**src/rtl/riscv_pkg.sv**
```systemverilog
`default_nettype none
// ============================================================================
//  Module      : riscv_pkg
//  Description : Shared RV32 constants: datapath width, canonical NOP,
//                major opcodes and instruction field positions.
//  Revision    : 1.0  initial release
// ============================================================================
package riscv_pkg;

   localparam int XLEN = 32;

   typedef logic [XLEN-1:0] word_t;

   // addi x0, x0, 0
   localparam word_t NOP_INSTR = 32'h0000_0013;

   localparam logic [6:0] OP_RTYPE = 7'b0110011;
   localparam logic [6:0] OP_ITYPE = 7'b0010011;

   // Instruction field bit positions
   localparam int OPCODE_LSB = 0;
   localparam int OPCODE_MSB = 6;
   localparam int FUNCT3_LSB = 12;
   localparam int FUNCT3_MSB = 14;
   localparam int FUNCT7_LSB = 25;
   localparam int FUNCT7_MSB = 31;

endpackage
`default_nettype wire

```
**src/rtl/fetch_queue.sv**
```systemverilog
`default_nettype none
// ============================================================================
//  Module      : fetch_queue
//  Description : Small synchronous FIFO with flush. When empty, a pushed word
//                is visible at the head in the same cycle (fall-through), and
//                a simultaneous push+pop on an empty queue passes straight
//                through without being stored.
//  Revision    : 1.0  initial release
// ============================================================================
module fetch_queue
   import riscv_pkg::*;
#(
   parameter int WIDTH = 64,
   parameter int DEPTH = 2
) (
   input  logic                       clk,
   input  logic                       rst,
   input  logic                       i_flush,
   input  logic                       i_push,
   input  logic [WIDTH-1:0]           i_data,
   input  logic                       i_pop,
   output logic                       o_valid,
   output logic [WIDTH-1:0]           o_data,
   output logic [$clog2(DEPTH+1)-1:0] o_count
);

   localparam int c_PTR_W = (DEPTH > 1) ? $clog2(DEPTH) : 1;
   localparam int c_CNT_W = $clog2(DEPTH + 1);
   localparam logic [c_PTR_W-1:0] c_LAST = c_PTR_W'(DEPTH - 1);

   logic [WIDTH-1:0]   r_mem [DEPTH];
   logic [c_PTR_W-1:0] r_rd_ptr;
   logic [c_PTR_W-1:0] r_wr_ptr;
   logic [c_CNT_W-1:0] r_count;

   logic w_empty;
   logic w_full;
   logic w_bypass;
   logic w_wr_en;
   logic w_rd_en;

   function automatic logic [c_PTR_W-1:0] ptr_inc(input logic [c_PTR_W-1:0] p);
      return (p == c_LAST) ? '0 : p + c_PTR_W'(1);
   endfunction

   assign w_empty  = (r_count == '0);
   assign w_full   = (r_count == c_CNT_W'(DEPTH));
   // Push and pop on an empty queue: the word is consumed without storage
   assign w_bypass = w_empty && i_push && i_pop;
   assign w_wr_en  = i_push && !w_bypass && (!w_full || i_pop);
   assign w_rd_en  = i_pop && !w_empty;

   assign o_valid  = !w_empty || i_push;
   assign o_data   = w_empty ? i_data : r_mem[r_rd_ptr];
   assign o_count  = r_count;

   // Pointer and occupancy bookkeeping; flush discards every entry at once
   always_ff @(posedge clk) begin
      if (rst || i_flush) begin
         r_rd_ptr <= '0;
         r_wr_ptr <= '0;
         r_count  <= '0;
      end else begin
         if (w_wr_en) begin
            r_wr_ptr <= ptr_inc(r_wr_ptr);
         end
         if (w_rd_en) begin
            r_rd_ptr <= ptr_inc(r_rd_ptr);
         end
         if (w_wr_en && !w_rd_en) begin
            r_count <= r_count + c_CNT_W'(1);
         end else if (!w_wr_en && w_rd_en) begin
            r_count <= r_count - c_CNT_W'(1);
         end
      end
   end

   // Entry storage; contents are only observed once counted, so no reset
   always_ff @(posedge clk) begin
      if (w_wr_en && !i_flush) begin
         r_mem[r_wr_ptr] <= i_data;
      end
   end

endmodule
`default_nettype wire

```
**src/rtl/instruction_fetch_stage.sv**
```systemverilog
`default_nettype none
// ============================================================================
//  Module      : instruction_fetch_stage
//  Description : Owns the PC, issues word reads over req/gnt + rvalid,
//                buffers returned words in order and hands them to decode
//                with valid/ready, pre-split into opcode/funct3/funct7.
//                Redirects flush all wrong-path work; responses still in
//                flight for the old path are counted and dropped on return.
//  Revision    : 1.0  initial release
// ============================================================================
module instruction_fetch_stage #(
   parameter int                       XLEN     = riscv_pkg::XLEN,
   parameter logic [riscv_pkg::XLEN-1:0] RESET_PC = '0,
   parameter int                       FQ_DEPTH = 2
) (
   input  logic            clk,
   input  logic            rst,
   output logic            imem_req,
   output logic [XLEN-1:0] imem_addr,
   input  logic            imem_gnt,
   input  logic            imem_rvalid,
   input  logic [XLEN-1:0] imem_rdata,
   input  logic            redirect_valid,
   input  logic [XLEN-1:0] redirect_pc,
   output logic            id_valid,
   input  logic            id_ready,
   output logic [XLEN-1:0] id_instr,
   output logic [XLEN-1:0] id_pc,
   output logic [6:0]      id_opcode,
   output logic [2:0]      id_funct3,
   output logic [6:0]      id_funct7
);

   import riscv_pkg::*;

   localparam int c_CNT_W   = $clog2(FQ_DEPTH + 1);
   localparam int c_SUM_W   = c_CNT_W + 1;
   localparam int c_ENTRY_W = 2 * XLEN;

   logic [XLEN-1:0]    r_fetch_pc;
   logic [c_CNT_W-1:0] r_discard;

   logic               w_addr_valid;
   logic [XLEN-1:0]    w_addr_head;
   logic [c_CNT_W-1:0] w_addr_count;
   logic               w_addr_known;
   logic               w_addr_pop;

   logic               w_q_valid;
   logic [c_ENTRY_W-1:0] w_q_head;
   logic [c_CNT_W-1:0] w_q_count;
   logic               w_q_push;
   logic               w_q_pop;

   logic [c_SUM_W-1:0] w_outstanding;
   logic [c_SUM_W-1:0] w_inflight;
   logic               w_issue;
   logic               w_resp_any;
   logic               w_resp_live;
   logic [XLEN-1:0]    w_redirect_aligned;

   // Every issued request lives either in the address FIFO (live path) or in
   // the discard counter (flushed path), so their sum is the outstanding count.
   assign w_outstanding = c_SUM_W'(w_addr_count) + c_SUM_W'(r_discard);
   assign w_inflight    = w_outstanding + c_SUM_W'(w_q_count);

   // Credit: never have more words requested or buffered than queue slots
   assign imem_req  = !rst && !redirect_valid && (w_inflight < c_SUM_W'(FQ_DEPTH));
   assign imem_addr = r_fetch_pc;
   assign w_issue   = imem_req && imem_gnt;

   // A response only matches a live request when one was issued earlier;
   // the same-cycle fall-through of a fresh issue is excluded.
   assign w_addr_known = w_addr_valid && (w_addr_count != '0);
   assign w_resp_any   = imem_rvalid && (w_outstanding != '0);
   assign w_resp_live  = imem_rvalid && (r_discard == '0) && w_addr_known;
   assign w_addr_pop   = w_resp_live && !redirect_valid;
   assign w_q_push     = w_resp_live && !redirect_valid && !rst;

   assign id_valid  = w_q_valid && !redirect_valid && !rst;
   assign w_q_pop   = id_valid && id_ready;
   assign id_instr  = id_valid ? w_q_head[XLEN-1:0] : XLEN'(NOP_INSTR);
   assign id_pc     = id_valid ? w_q_head[c_ENTRY_W-1:XLEN] : RESET_PC;
   assign id_opcode = id_instr[OPCODE_MSB:OPCODE_LSB];
   assign id_funct3 = id_instr[FUNCT3_MSB:FUNCT3_LSB];
   assign id_funct7 = id_instr[FUNCT7_MSB:FUNCT7_LSB];

   assign w_redirect_aligned = redirect_pc & ~XLEN'(3);

   // Program counter: reset, redirect, or advance one word per issued request
   always_ff @(posedge clk) begin
      if (rst) begin
         r_fetch_pc <= RESET_PC;
      end else if (redirect_valid) begin
         r_fetch_pc <= w_redirect_aligned;
      end else if (w_issue) begin
         r_fetch_pc <= r_fetch_pc + XLEN'(4);
      end
   end

   // Wrong-path responses still to come; a redirect turns every outstanding
   // request into one, less any response that is being dropped right now
   always_ff @(posedge clk) begin
      if (rst) begin
         r_discard <= '0;
      end else if (redirect_valid) begin
         r_discard <= c_CNT_W'(w_outstanding - c_SUM_W'(w_resp_any));
      end else if (imem_rvalid && (r_discard != '0)) begin
         r_discard <= r_discard - c_CNT_W'(1);
      end
   end

   // Address of each live request, popped in order as responses return
   fetch_queue #(
      .WIDTH (XLEN),
      .DEPTH (FQ_DEPTH)
   ) u_addr_fifo (
      .clk     (clk),
      .rst     (rst),
      .i_flush (redirect_valid),
      .i_push  (w_issue),
      .i_data  (r_fetch_pc),
      .i_pop   (w_addr_pop),
      .o_valid (w_addr_valid),
      .o_data  (w_addr_head),
      .o_count (w_addr_count)
   );

   // Returned {pc, instruction} pairs waiting for decode
   fetch_queue #(
      .WIDTH (c_ENTRY_W),
      .DEPTH (FQ_DEPTH)
   ) u_fetch_queue (
      .clk     (clk),
      .rst     (rst),
      .i_flush (redirect_valid),
      .i_push  (w_q_push),
      .i_data  ({w_addr_head, imem_rdata}),
      .i_pop   (w_q_pop),
      .o_valid (w_q_valid),
      .o_data  (w_q_head),
      .o_count (w_q_count)
   );

endmodule
`default_nettype wire
```
**config.mk**
```make
export PLATFORM = sky130hd
export DESIGN_NAME = instruction_fetch_stage
export DESIGN_NICKNAME = d
export VERILOG_FILES = /design/src/rtl/riscv_pkg.sv /design/src/rtl/fetch_queue.sv /design/src/rtl/instruction_fetch_stage.sv
export SDC_FILE = /design/constraint.sdc
export NUM_CORES = 1
export LEC_CHECK = 0
export BUFFER_PORTS_ARGS = -buffer_cell sky130_fd_sc_hd__buf_2
export CORE_MARGIN = 10
export CORE_UTILIZATION = 56
export DETAILED_ROUTE_END_ITERATION = 10
export PLACE_DENSITY = 0.76
export SLEW_MARGIN = 20
export SYNTH_ARGS = -nofsm -noshare
export SYNTH_HDL_FRONTEND = slang
export SYNTH_SLANG_ARGS = --single-unit
```
**constraint.sdc**
```tcl
create_clock -name clk -period 10.6 [get_ports clk]
set_input_delay 0.53 -clock clk [delete_from_list [all_inputs] [get_ports clk]]
set_output_delay 0.53 -clock clk [all_outputs]
set_load 0.005 [all_outputs]
```
==> key figures <==
Placed design
  – IO buf count: approximately 180
  – Placer Congestion: 0.830
  – DPL Wire Length: 15.2 mm
  – Post-DP Area: 11,100 um2
  – Pre-CTS setup slack: about 6.5 ns
  – Placed insts: 1,202

Setup path
  – CP endpoint kind: register
  – Max Fanout on Critical Path: 14
  – Crit path DAT: 4.55 ns
  – Crit start category: register
  – Kind of critical path: reg -> reg
  – Worst endpoint required time: 10.97 ns

Die
  – Core area: ~18,000 um2
  – Die area: between 20,000 and 25,000 um2
  – IO Count: 185
  – Width of the die: 155 um
  – Initial Util: between 50% and 60%
  – Site Rows: 49
  – Die Y: 155 um

Clock network
  – CTS Hold Buffers Added: 0
  – CTS sink count: 226
  – CTS clock-pin slew for the worst setup and hold paths: 0.06 ns
  – Postcts setup bufs: 0
  – H-tree depth: 1
  – Num CTS Buffers: 23
  – Post_cts resized: 0
  – Later-pin clock latency in the skew report: 0.50 ns
  – CTS tree: done
  – CTS Root Cell: clkbuf_16
  – Clock buffer depth: 3

Synth
  – Syn Inst Count: 862
  – Multiplexer share of the synthesized area: 9.37%
  – Synth top cells by count: edfxtp_1 (184), nor2_1 (119), mux2i_1 (93), nand2_1 (66), clkbuf_1 (46)
  – Top-area cell type share of the netlist area: a little over half
  – Post-Synth Simple-Gate Area: 11.6%
  – Synth Cell Area: slightly above 10,000 um2
  – Synth cell types: 47
  – Yosys reg bits: approximately 230
  – Adder-cell share of the synthesized area: under 10%
  – Post-synthesis xor/xnor area fraction: 1.46%
  – Async set-or-reset flop fraction in the synthesized netlist: 0%
  – Compound-Gate Fraction of Synth Area: 9.74%
  – Most frequent cell after synthesis: edfxtp_1
  – Post-synth EDFFs: ~180
  – Main synth FF type: edfxtp_1
  – Post-synthesis sequential area ratio: 62.6%
  – Largest family of logic cells by synthesized area: simple AND/OR/NAND/NOR gates
  – Area leader, netlist: edfxtp_1
  – Warnings, synthesis: 0
  – Largest cells by area after synthesis: edfxtp_1 (54%), mux2i_1 (9.1%), dfxtp_1 (8.3%), nor2_1 (4.4%), a211oi_1 (2.8%)
  – Syn avg cell area: 11.8 um2

Timing
  – Slew HR: 32.1%
  – RSZ-0062 raised after global routing: no
  – Sum of negative setup slack: 0 ns
  – Endpoints failing setup: 0
  – Worst Clk Skew: 0.00627 ns
  – Min cycle time layout: 4.18 ns
  – Max Fclk: 239 MHz
  – Final hold viol count: 0
  – Period utilisation layout: around two fifths
  – Least-Margin Pin Slew: roughly 1 ns
  – Setup ws final: between 6 and 7 ns
  – Max Slew Vio Count: 0

Global routing
  – Largest net degree at the start of global routing: 68
  – Initial antenna violation count: 0
  – GRT Total Usage: 19.2%
  – GR Overflow Total: 0
  – Vias in the first global route: 7,034
  – First-pass GRT wire length: 37.7 mm

Routing
  – Vias: ~7,000
  – Drt total wl: 23.7 mm
  – Remaining antenna violation count: 0
  – Met1 Routed Length: 9.76 mm
  – DRC: 0
  – Met3 WL: 2.14 mm
  – Vias per cell: 5.67
  – Metal2 WL: 11.4 mm
  – Final routed wire length divided by cell count: 19.0 um
  – DR iter-0 viols: slightly above 600
  – DR top layer: met4
  – Router iterations before antenna repair: 5

Finish
  – Total inserted antenna cells: 0
  – Fillcell total: 1,377
  – Utilization after layout: 65.8%
  – Post-Layout Inst Area: 11,800 um2
  – NumNets Final: 1,076
  – Final cell count without fillers: around 1,200
  – Share of cells above drive strength 1: 22.9%
  – Area added between synthesis and finish: 15.8%

Power and ir drop
  – Pwr/cell area: 157 nW/um2
  – Maximum vdd drop: ~0.12 mV
  – Leakage Power: 4.17 nW

Job
  – Max cap viols: 0

Run status
  – Outcome: completed

Hold path
  – HP Class: in -> reg
-- area by class of cell --
cell class	instances	area, um2	area share [%]
tap	229	287	2.43
clock buffer	32	629	5.34
clock inverter	9	65.1	0.552
sequential	226	6370	54.1
timing repair buffer	187	962	8.17
multi-input combinational	550	3430	29.1
inverter	10	37.5	0.319
-- worst max-delay path: stages, from the launching register on --
cell and delay [ns]:
dfxtp_1 0.49, ha_1 0.23, fa_1 0.49, fa_1 0.57, or4b_4 0.62, nor2_1 0.73
nor2_1 0.47, a221oi_1 0.38, nor2_1 0.06
-- stage by stage --
step	total power (W)	hold slack, ns
finish	0.00185	0.230
global route	0.00192	0.218
CTS	0.00187	0.213
detailed placement	0.00112	0.489
global placement	0.00112	0.483
floorplan	0.00107	0.466
-- sequential cells by signal, indices dropped and copies added, names as in the netlist, named ones only --
name	flops
u_addr_fifo.r_wr_ptr	1
u_addr_fifo.r_rd_ptr	1
r_discard	2
u_addr_fifo.r_mem	60
u_addr_fifo.o_count	2
u_fetch_queue.r_mem	124
u_fetch_queue.r_rd_ptr	1
imem_addr	30
u_fetch_queue.o_count	2
u_fetch_queue.r_wr_ptr	1
-- cells by family (layout without fill, tap and decap cells) --
family | after synthesis | count (layout)
xor+xnor | 17 | 17
compound gates | 162 | 162
simple gates | 264 | 264
other cells | 1 | 4
mux | 95 | 95
buf+inv | 89 | 238
fa+ha+maj | 8 | 8
flops | 226 | 226
-- cells in the final DEF, fill, tap and decap left out, types with 3 or more instances in the layout --
| cell | Yosys | layout |
|---|---|---|
| a32oi_1 | 3 | 3 |
| nor4_1 | 7 | 6 |
| xnor2_1 | 6 | 6 |
| nor2_1 | 119 | 117 |
| clkbuf_1 | 46 | 7 |
| buf_4 | 21 | 8 |
| nand3_1 | 18 | 18 |
| nor3_1 | 6 | 6 |
| o21ai_0 | 44 | 44 |
| and2_1 | 4 | 3 |
| mux2i_1 | 93 | 93 |
| a31oi_1 | 14 | 14 |
| conb_1 | 1 | 4 |
| edfxtp_1 | 184 | 184 |
| and3_1 | 4 | 4 |
| inv_1 | 10 | 10 |
| buf_2 | 4 | 178 |
| clkinv_1 | 0 | 6 |
| ha_1 | 6 | 6 |
| a211oi_1 | 38 | 38 |
| a21oi_1 | 45 | 45 |
| dfxtp_1 | 42 | 40 |
| nand2_1 | 66 | 66 |
| o211ai_1 | 6 | 6 |
| nand4_1 | 14 | 14 |
| or2_2 | 4 | 4 |
| a22oi_1 | 4 | 4 |
| clkbuf_16 | 0 | 23 |
| or3_1 | 12 | 12 |
| xor2_1 | 11 | 11 |
-- final timing paths --
path                                              from                        end  slack (ns)  cells past startpoint
worst max-delay path            u_addr_fifo.o_count[0]               imem_addr[2]        6.42                      8
worst min register to register    u_addr_fifo.r_rd_ptr                   register        0.50                      2
worst min-delay path                     imem_rdata[0]  u_fetch_queue.r_mem[1][0]        0.23                      1
worst max register to register  u_addr_fifo.o_count[0]               imem_addr[2]        6.42                      8
-- where the power goes --
group / leakage, nW / total, W / internal (W) / switching (W)
sequential: 2.02 / 0.000998 / 0.000977 / 0.0000213
clock: 0.334 / 0.000746 / 0.000436 / 0.000310
combinational: 1.81 / 0.000104 / 0.0000419 / 0.0000625
total: 4.17 / 0.00185 / 0.00145 / 0.000393
-- routing by layer --
| layer | vias up | global-route usage, % |
|---|---|---|
| li1 | 3429 | - |
| met1 | 3312 | 24.3 |
| met2 | 276 | 31.8 |
| met3 | 31 | 4.96 |
| met4 | 0 | 5.35 |
| met5 | - | 0 |
No activity file was read; power rests on OpenSTA's default activity.
